<file path="src/rtl/micro_sequencer.sv">
// Microprogram sequencer: next-address select, return stack, loop/address register.
// Every output is registered, so there is no combinational path from any input to uaddr.
module micro_sequencer #(
  parameter int ADDR_W = 11,
  parameter int STACK_DEPTH = 4,
  parameter int NCOND = 8,
  localparam int CSEL_W = $clog2(NCOND)
) (
  input  logic              clock,
  input  logic              reset,
  input  logic              hold,
  input  logic [3:0]        op,
  input  logic [ADDR_W-1:0] d_in,
  input  logic [ADDR_W-1:0] or_in,
  input  logic [NCOND-1:0]  cond,
  input  logic [CSEL_W-1:0] cond_sel,
  input  logic              cond_pol,
  output logic [ADDR_W-1:0] uaddr,
  output logic              stack_empty,
  output logic              stack_full,
  output logic              stack_err
);

  localparam int SP_W = $clog2(STACK_DEPTH + 1);
  localparam logic [SP_W-1:0] SP_MAX = SP_W'(STACK_DEPTH);

  typedef enum logic [3:0] {
    OP_CONT  = 4'd0,
    OP_JMP   = 4'd1,
    OP_JMPC  = 4'd2,
    OP_CALL  = 4'd3,
    OP_CALLC = 4'd4,
    OP_RET   = 4'd5,
    OP_RETC  = 4'd6,
    OP_LDAR  = 4'd7,
    OP_JAR   = 4'd8,
    OP_CASE  = 4'd9,
    OP_LOOP  = 4'd10,
    OP_CLR   = 4'd11
  } op_e;

  logic [ADDR_W-1:0] stack [STACK_DEPTH];
  logic [ADDR_W-1:0] ar, ar_n;
  logic [ADDR_W-1:0] upc, nxt, top;
  logic [SP_W-1:0]   sp, sp_n;
  logic              tcond, tsel;
  logic              do_push, do_pop, push_ok, err_set;

  assign upc = uaddr + 1'b1;

  always_comb begin
    tsel = 1'b0;
    for (int i = 0; i < NCOND; i++)
      if (CSEL_W'(i) == cond_sel) tsel = cond[i];
    tcond = tsel ^ cond_pol;
  end

  always_comb begin
    top = '0;
    for (int i = 0; i < STACK_DEPTH; i++)
      if (SP_W'(i + 1) == sp) top = stack[i];
  end

  always_comb begin
    nxt = upc;
    ar_n = ar;
    do_push = 1'b0;
    do_pop = 1'b0;
    sp_n = sp;
    err_set = 1'b0;
    push_ok = 1'b0;
    case (op_e'(op))
      OP_JMP:   nxt = d_in;
      OP_JMPC:  if (tcond) nxt = d_in;
      OP_CALL:  begin nxt = d_in; do_push = 1'b1; end
      OP_CALLC: if (tcond) begin nxt = d_in; do_push = 1'b1; end
      OP_RET:   do_pop = 1'b1;
      OP_RETC:  do_pop = tcond;
      OP_LDAR:  ar_n = d_in;
      OP_JAR:   nxt = ar;
      OP_CASE:  nxt = d_in | or_in;
      OP_LOOP:  if (ar != '0) begin ar_n = ar - 1'b1; nxt = d_in; end
      OP_CLR:   begin nxt = '0; sp_n = '0; end
      default:  nxt = upc;
    endcase
    if (do_push) begin
      if (sp == SP_MAX) err_set = 1'b1;
      else begin push_ok = 1'b1; sp_n = sp + 1'b1; end
    end
    // Underflowing return falls through to upc, already the default.
    if (do_pop) begin
      if (sp == '0) err_set = 1'b1;
      else begin nxt = top; sp_n = sp - 1'b1; end
    end
  end

  always_ff @(posedge clock or posedge reset) begin
    if (reset) begin
      uaddr <= '0;
      ar <= '0;
      sp <= '0;
      stack_err <= 1'b0;
      stack_empty <= 1'b1;
      stack_full <= 1'b0;
    end else if (!hold) begin
      uaddr <= nxt;
      ar <= ar_n;
      sp <= sp_n;
      stack_err <= stack_err | err_set;
      stack_empty <= (sp_n == '0);
      stack_full <= (sp_n == SP_MAX);
    end
  end

  always_ff @(posedge clock) begin
    for (int i = 0; i < STACK_DEPTH; i++)
      if (!hold && push_ok && SP_W'(i) == sp) stack[i] <= upc;
  end

endmodule

</file>
<file path="config.mk">
export PLATFORM = sky130hd
export DESIGN_NAME = micro_sequencer
export DESIGN_NICKNAME = d
export VERILOG_FILES = /design/src/rtl/micro_sequencer.sv
export SDC_FILE = /design/constraint.sdc
export NUM_CORES = 1
export LEC_CHECK = 0
export ABC_AREA = 1
export ABC_CLOCK_PERIOD_IN_PS = 3460
export CORE_MARGIN = 4
export CORE_UTILIZATION = 40
export CTS_CLUSTER_DIAMETER = 150
export DETAILED_ROUTE_END_ITERATION = 10
export DONT_BUFFER_PORTS = 1
export PLACE_DENSITY = 0.57
export SLEW_MARGIN = 10
export SYNTH_ARGS = -nofsm -noshare
export SYNTH_HDL_FRONTEND = slang
export SYNTH_SLANG_ARGS = --single-unit
</file>
<file path="constraint.sdc">
create_clock -name clock -period 3.46 [get_ports clock]
set_input_delay 1.038 -clock clock [delete_from_list [all_inputs] [get_ports clock]]
set_output_delay 1.038 -clock clock [all_outputs]
set_load 0.005 [all_outputs]
</file>
==> impl_metrics.json, run 1 <==
{
  "synthMuxAreaShare_pct": 0,
  "cp-start-kind": "flip-flop",
  "synth_compound_area_share_pct": 16.3,
  "cts.htree.levels": 3,
  "final_cell_mix": "nand2_1, inv_1, o21ai_0",
  "fill_cells": 1126,
  "fin_skew_ns": 0.00614,
  "antenna_found_initial": 0,
  "cts.path.max_buffers": 2,
  "fin_crit_sh_pct": 69.4,
  "diodes": 0,
  "critical-path-slowest-cell": "inv_1",
  "area_growth_pct": 9.69,
  "yosysUniqueCellTypes": 39,
  "dpl_cell_area_mm2": 0.00470,
  "clkPwrFrac_pct": 30.3,
  "wl_per_cell_um": 16.0,
  "finalSetupViolCount": 0,
  "synth_top_family_by_area": "simple AND/OR/NAND/NOR gates",
  "layout_setup_ws_ns": 1.06,
  "end_kind": "flip-flop",
  "die_w_um": 114,
  "max_freq_ghz": 0.417,
  "cp.arrival_ns": 2.65,
  "core_area_mm2": 0.0110,
  "synthTopCellsByArea": "edfxtp_1, dfrtp_1, nand2_1",
  "p_sw_mw": 1.04,
  "syn_nets": 646,
  "synth_fa_ha_area_share_pct": 2.21,
  "required_ns": 3.71,
  "slew_violations": 0,
  "cts.repair.resized": 0,
  "io_pins": 55,
  "synthesis.area_mm2": 0.00453,
  "layout_commonest_cell": "nand2_1",
  "crit_fanout": 23,
  "postLayoutCellArea_mm2": 0.00497,
  "period_needed_ns": 2.40,
  "rsz0062_at_grt": "no",
  "grt_pass1_vias": 3767,
  "synth-seq-cells": 72,
  "firstDrtPassIters": 5,
  "tritoncts": "yes",
  "via_count": 3946,
  "drt_iter0_markers": 278,
  "maxCapViolations": 0,
  "synth-simple-area-share_pct": 27.8,
  "syn_inst": 597,
  "pre_cts_slack_ns": 0.819,
  "p_leak_nw": 2.17,
  "ir_drop_mv": 0.231,
  "grt_use_total_pct": 19.0,
  "yosys_warnings": 0,
  "synth-async-reset-ratio_pct": 38.9,
  "setup-tns-final_ns": 0,
  "hold_viol": 0,
  "synth_top_cell_area_share_pct": 29.2,
  "p_per_area_mw_per_mm2": 568,
  "slowest_delay_ns": 0.49,
  "post-dp-hpwl_um": 9140,
  "status": "finished, final reports clean",
  "hold_ws_ns": 0.482,
  "intPower_mw": 1.79,
  "nNetsFinal": 651,
  "cts-root-buf": "clkbuf_16",
  "drt-total-wl_um": 11900,
  "grt_max_degree": 29,
  "syn_avg_cell_area_um2": 7.59,
  "placementRows": 38,
  "avgViaCountPerCell": 5.28,
  "p_seq_share_pct": 41.8,
  "placement.io_buffers": 0,
  "power_frac_comb_pct": 27.9,
  "ys_dominant_reg_cell": "edfxtp_1",
  "path_cells": "inv_1 > ha_1 > inv_1 > o21ai_0 > o21ai_0 > a21oi_1 > a21oi_1",
  "synth_xor_area_share_pct": 0.773,
  "start_util_pct": 41.3,
  "grt_pass1_wl_um": 19600,
  "cts_setup_buffers": 0,
  "clk_latency_ns": 0.33,
  "power_mw": 2.82,
  "worst-setup-path-type": "flip-flop to flip-flop",
  "synth_edf_count": 44,
  "gr-total-overflow": 0,
  "ant_nets": 0,
  "place.gp.congestion": 0.933,
  "path_clk_slew_ns": 0.06,
  "dieArea_mm2": 0.0131,
  "max_slew.worst_pin.slew_ns": 0.661,
  "drc": 0,
  "hp-class": "flip-flop to flip-flop",
  "yosysTopAreaCell": "edfxtp_1",
  "netSwitchingFraction_pct": 36.7,
  "max-slew-margin-rel_pct": 55.9,
  "ys_seq_area_share_pct": 44.7,
  "cts_made_buffers": 9,
  "ctsHoldBuffers": 0,
  "numClockSinks": 72,
  "fp.dieH_um": 114,
  "drive_above_1_share_pct": 7.91
}
==> stage by stage <==
stage	util [%]	instances
floorplan	-	597
global placement	42.8	731
detailed placement	42.8	731
CTS	45.2	747
global route	45.2	747
finish	45.2	747
==> metal layers <==
layer	track usage, %	wire (um)	up-vias	share of wire, %
met2	31.2	5850	80	49
met5	0	0	-	0
li1	-	-	2025	-
met4	6.89	209	0	1.8
met3	3.75	645	14	5.4
met1	24.8	5230	1827	44
==> final cells by class <==
type / count / area, um^2 / area share (%)
well taps: 140 / 175 / 3.52
inverters: 75 / 282 / 5.66
multi-input cells: 433 / 2130 / 43.0
clock inverters: 7 / 47.5 / 0.957
repair buffers: 11 / 82.6 / 1.66
clock buffers: 9 / 225 / 4.53
flip-flops and latches: 72 / 2020 / 40.7
==> critical path, delay by kind of cell, from the launching register on <==
kind | cells | cell delay (ns)
flops | 1 | 0.42
fa+ha+maj | 1 | 0.31
compound gates | 4 | 0.82
buf+inv | 2 | 0.79
==> flip-flops by register name (all words and copies together) (netlist names) <==
register     count
stack_empty      1
stack           44
stack_full       1
stack_err        1
uaddr           11
sp               3
ar              11
==> power groups by stage <==
stage | Combinational [mW] | Clock [mW] | Sequential (mW)
6_report | 0.788 | 0.854 | 1.18
5_1_grt | 0.902 | 0.911 | 1.20
4_1_cts | 0.790 | 0.871 | 1.18
3_5_place_dp | 0.784 | 0 | 1.20
3_3_place_gp | 0.774 | 0 | 1.20
2_1_floorplan | 0.599 | 0 | 1.15
==> final timing paths <==
check,startpoint,endpoint,slack (ns),cells after the start
worst min-delay path,stack_empty,stack_empty,0.48,2
worst min register to register,stack_empty,stack_empty,0.48,2
worst max-delay path,sp[2],uaddr[2],1.06,7
min in group asynchronous,reset,ar[0],0.68,2
max in group asynchronous,reset,stack_empty,2.47,2
worst max register to register,sp[2],uaddr[2],1.06,7
==> Yosys cell counts (2+ instances only) <==
master and n:
nand2_1 146, a21oi_2 5, clkbuf_1 7, inv_2 4, a22oi_1 4, a21o_1 3, nand2_2 3, nand3b_1 4
dfrtp_1 27, a21oi_1 34, o21ai_0 64, nor3_1 5, inv_1 68, xnor2_1 2, buf_6 2, a221oi_1 2
buf_2 7, edfxtp_1 44, clkinv_1 3, nand3_2 2, o211ai_1 9, o22ai_1 3, o31ai_1 2, nor2_1 59
o21ai_1 3, xor2_1 2, ha_1 8, nand2_4 2, nand3_1 58, nand4_1 6
==> logic make-up after synthesis <==
| logic type | after synthesis |
|---|---|
| compound gates | 131 |
| xor+xnor | 4 |
| fa+ha+maj | 8 |
| buf+inv | 92 |
| flops | 72 |
| simple gates | 290 |
No activity file was read; power rests on OpenSTA's default activity.
==> run 2, diff against run 1 <==
ABC_CLOCK_PERIOD_IN_PS = 2000   (was 3460)
PLACE_DENSITY = 0.59   (was 0.57)
clock period = 2 ns   (was 3.46 ns; I/O delays follow)
==> impl_metrics.json, run 2 (synthesized netlist as in run 1, its figures left out) <==
{
  "io_pins": 55,
  "status": "finished, final reports clean",
  "fin_skew_ns": 0.00842,
  "core_area_mm2": 0.0110,
  "area_growth_pct": 22.1,
  "max_freq_ghz": 0.538,
  "wl_per_cell_um": 16.2,
  "hold_viol": 0,
  "hp-class": "input pin to asynchronous set/reset pin",
  "p_leak_nw": 2.42,
  "end_kind": "flip-flop",
  "path_clk_slew_ns": 0.06,
  "critical-path-slowest-cell": "dfrtp_2",
  "finalSetupViolCount": 0,
  "fin_crit_sh_pct": 92.9,
  "ctsHoldBuffers": 0,
  "tritoncts": "yes",
  "reg.largest.list": "stack (44), ar (11), uaddr (11)",
  "rsz0062_at_grt": "yes",
  "nNetsFinal": 690,
  "placementRows": 38,
  "drt_iter0_markers": 251,
  "p_per_area_mw_per_mm2": 988,
  "cts.path.max_buffers": 2,
  "drt-total-wl_um": 12700,
  "drc": 0,
  "grt_use_total_pct": 20.3,
  "cts.htree.levels": 3,
  "place_inst": 768,
  "slew_violations": 0,
  "ant_nets": 0,
  "gr-total-overflow": 0,
  "layout_commonest_cell": "nand2_1",
  "cp-start-kind": "flip-flop",
  "critPathTopFamily": "compound AO/OA/AOI/OAI gates",
  "firstDrtPassIters": 5,
  "drive_above_1_share_pct": 17.2,
  "via_count": 4096,
  "numClockSinks": 72,
  "top_register": "stack",
  "start_util_pct": 41.3,
  "post-dp-hpwl_um": 10000,
  "dieArea_mm2": 0.0131,
  "setup-tns-final_ns": 0,
  "fin_cells": 786,
  "postLayoutCellArea_mm2": 0.00553,
  "r2r-start": "sp[0]",
  "fp.dieH_um": 114,
  "grt_pass1_wl_um": 20600,
  "grt_pass1_vias": 3997,
  "place.gp.congestion": 0.915,
  "cp_num_buf_inv": 3,
  "antenna_found_initial": 0,
  "dpl_cell_area_mm2": 0.00511,
  "worst-setup-path-type": "flip-flop to flip-flop",
  "avgViaCountPerCell": 5.21,
  "maxCapViolations": 0,
  "crit_path_start": "sp[0]",
  "slowest_delay_ns": 0.45,
  "largest_reg_flops": 44,
  "cp.arrival_ns": 2.13,
  "crit_fanout": 12,
  "diodes": 0,
  "max-slew-margin-rel_pct": 60.0,
  "power_mw": 5.47,
  "ir_drop_mv": 0.430,
  "cts_made_buffers": 9,
  "max_slew.worst_pin.slew_ns": 0.599,
  "required_ns": 2.27,
  "placement.io_buffers": 0,
  "path_cells": "ha_1 > ha_1 > inv_2 > buf_12 > nor2_1 > o21ai_0 > o21ai_0 > o21ai_1 > inv_1 > a21oi_2",
  "clk_latency_ns": 0.34,
  "grt_max_degree": 24,
  "period_needed_ns": 1.86,
  "die_w_um": 114,
  "final_cell_mix": "nand2_1, inv_1, o21ai_0, nand3_1, nor2_1",
  "hold_ws_ns": 0.211,
  "cts-root-buf": "clkbuf_16"
}
-- run 2: cell types whose count changed in the layout (fill, tap and decap cells not counted), moves of 3 or more --
| cell | delta |
|---|---|
| nor2_4 | +6 |
| buf_4 | +29 |
| buf_12 | +7 |
| nor2_1 | -8 |
| dfrtp_2 | +3 |
| nand3_1 | -3 |
| nand2_1 | -4 |
| inv_1 | -4 |
| dfrtp_1 | -3 |
| o21ai_1 | +9 |
| inv_2 | +4 |
| o21ai_0 | -9 |
-- run 2: timing repair --
| item | in CTS | in global routing |
|---|---|---|
| buffers inserted | 0 | 1 |
| endpoints found under the setup margin | 0 | 23 |
| gates resized for setup | 0 | 35 |
-- run 2: worst register-to-register path: stages, from the launching register on --
cell	delay, ns
dfrtp_2	0.45
ha_1	0.22
ha_1	0.19
inv_2	0.11
buf_12	0.14
nor2_1	0.04
o21ai_0	0.15
o21ai_0	0.15
o21ai_1	0.16
inv_1	0.06
a21oi_2	0.12
-- run 2: metal layers --
| layer | part of all wire, % | GRT usage [%] |
|---|---|---|
| met1 | 45 | 25.9 |
| met5 | 0 | 0 |
| met2 | 48 | 33.1 |
| met4 | 2.4 | 8.87 |
| met3 | 4.8 | 4.49 |
-- run 2: through the flow --
step,setup slack [ns],util (%)
2_1_floorplan,0.0156,-
3_3_place_gp,-0.00219,46.5
6_report,0.142,50.4
4_1_cts,0.0281,49.4
3_5_place_dp,-0.0543,46.5
5_1_grt,-0.0286,50.4
-- run 2: power breakdown --
part / internal [mW] / switching (mW)
registers: 1.83 / 0.172
logic: 0.653 / 1.09
clock network: 1.09 / 0.628
-- run 2: path summary, 6_finish.rpt --
| path | cells after the start | endpoint | slack, ns |
|---|---|---|---|
| setup / recovery | 10 | uaddr[10] | 0.14 |
| hold / removal | 1 | uaddr[7] | 0.21 |
| setup reg to reg | 10 | uaddr[10] | 0.14 |
| hold reg to reg | 2 | stack_empty | 0.48 |
| max in group asynchronous | 2 | ar[4] | 1.27 |
| min in group clock | 1 | sp[1] | 0.34 |
-- run 2: cell type report --
class	count	area, um^2
fillers	1071	5450
multi-input cells	433	2250
flip-flops and latches	72	2030
repair buffers	50	488
inverters	75	282
clock buffers	11	233
well taps	140	175
clock inverters	5	81.3
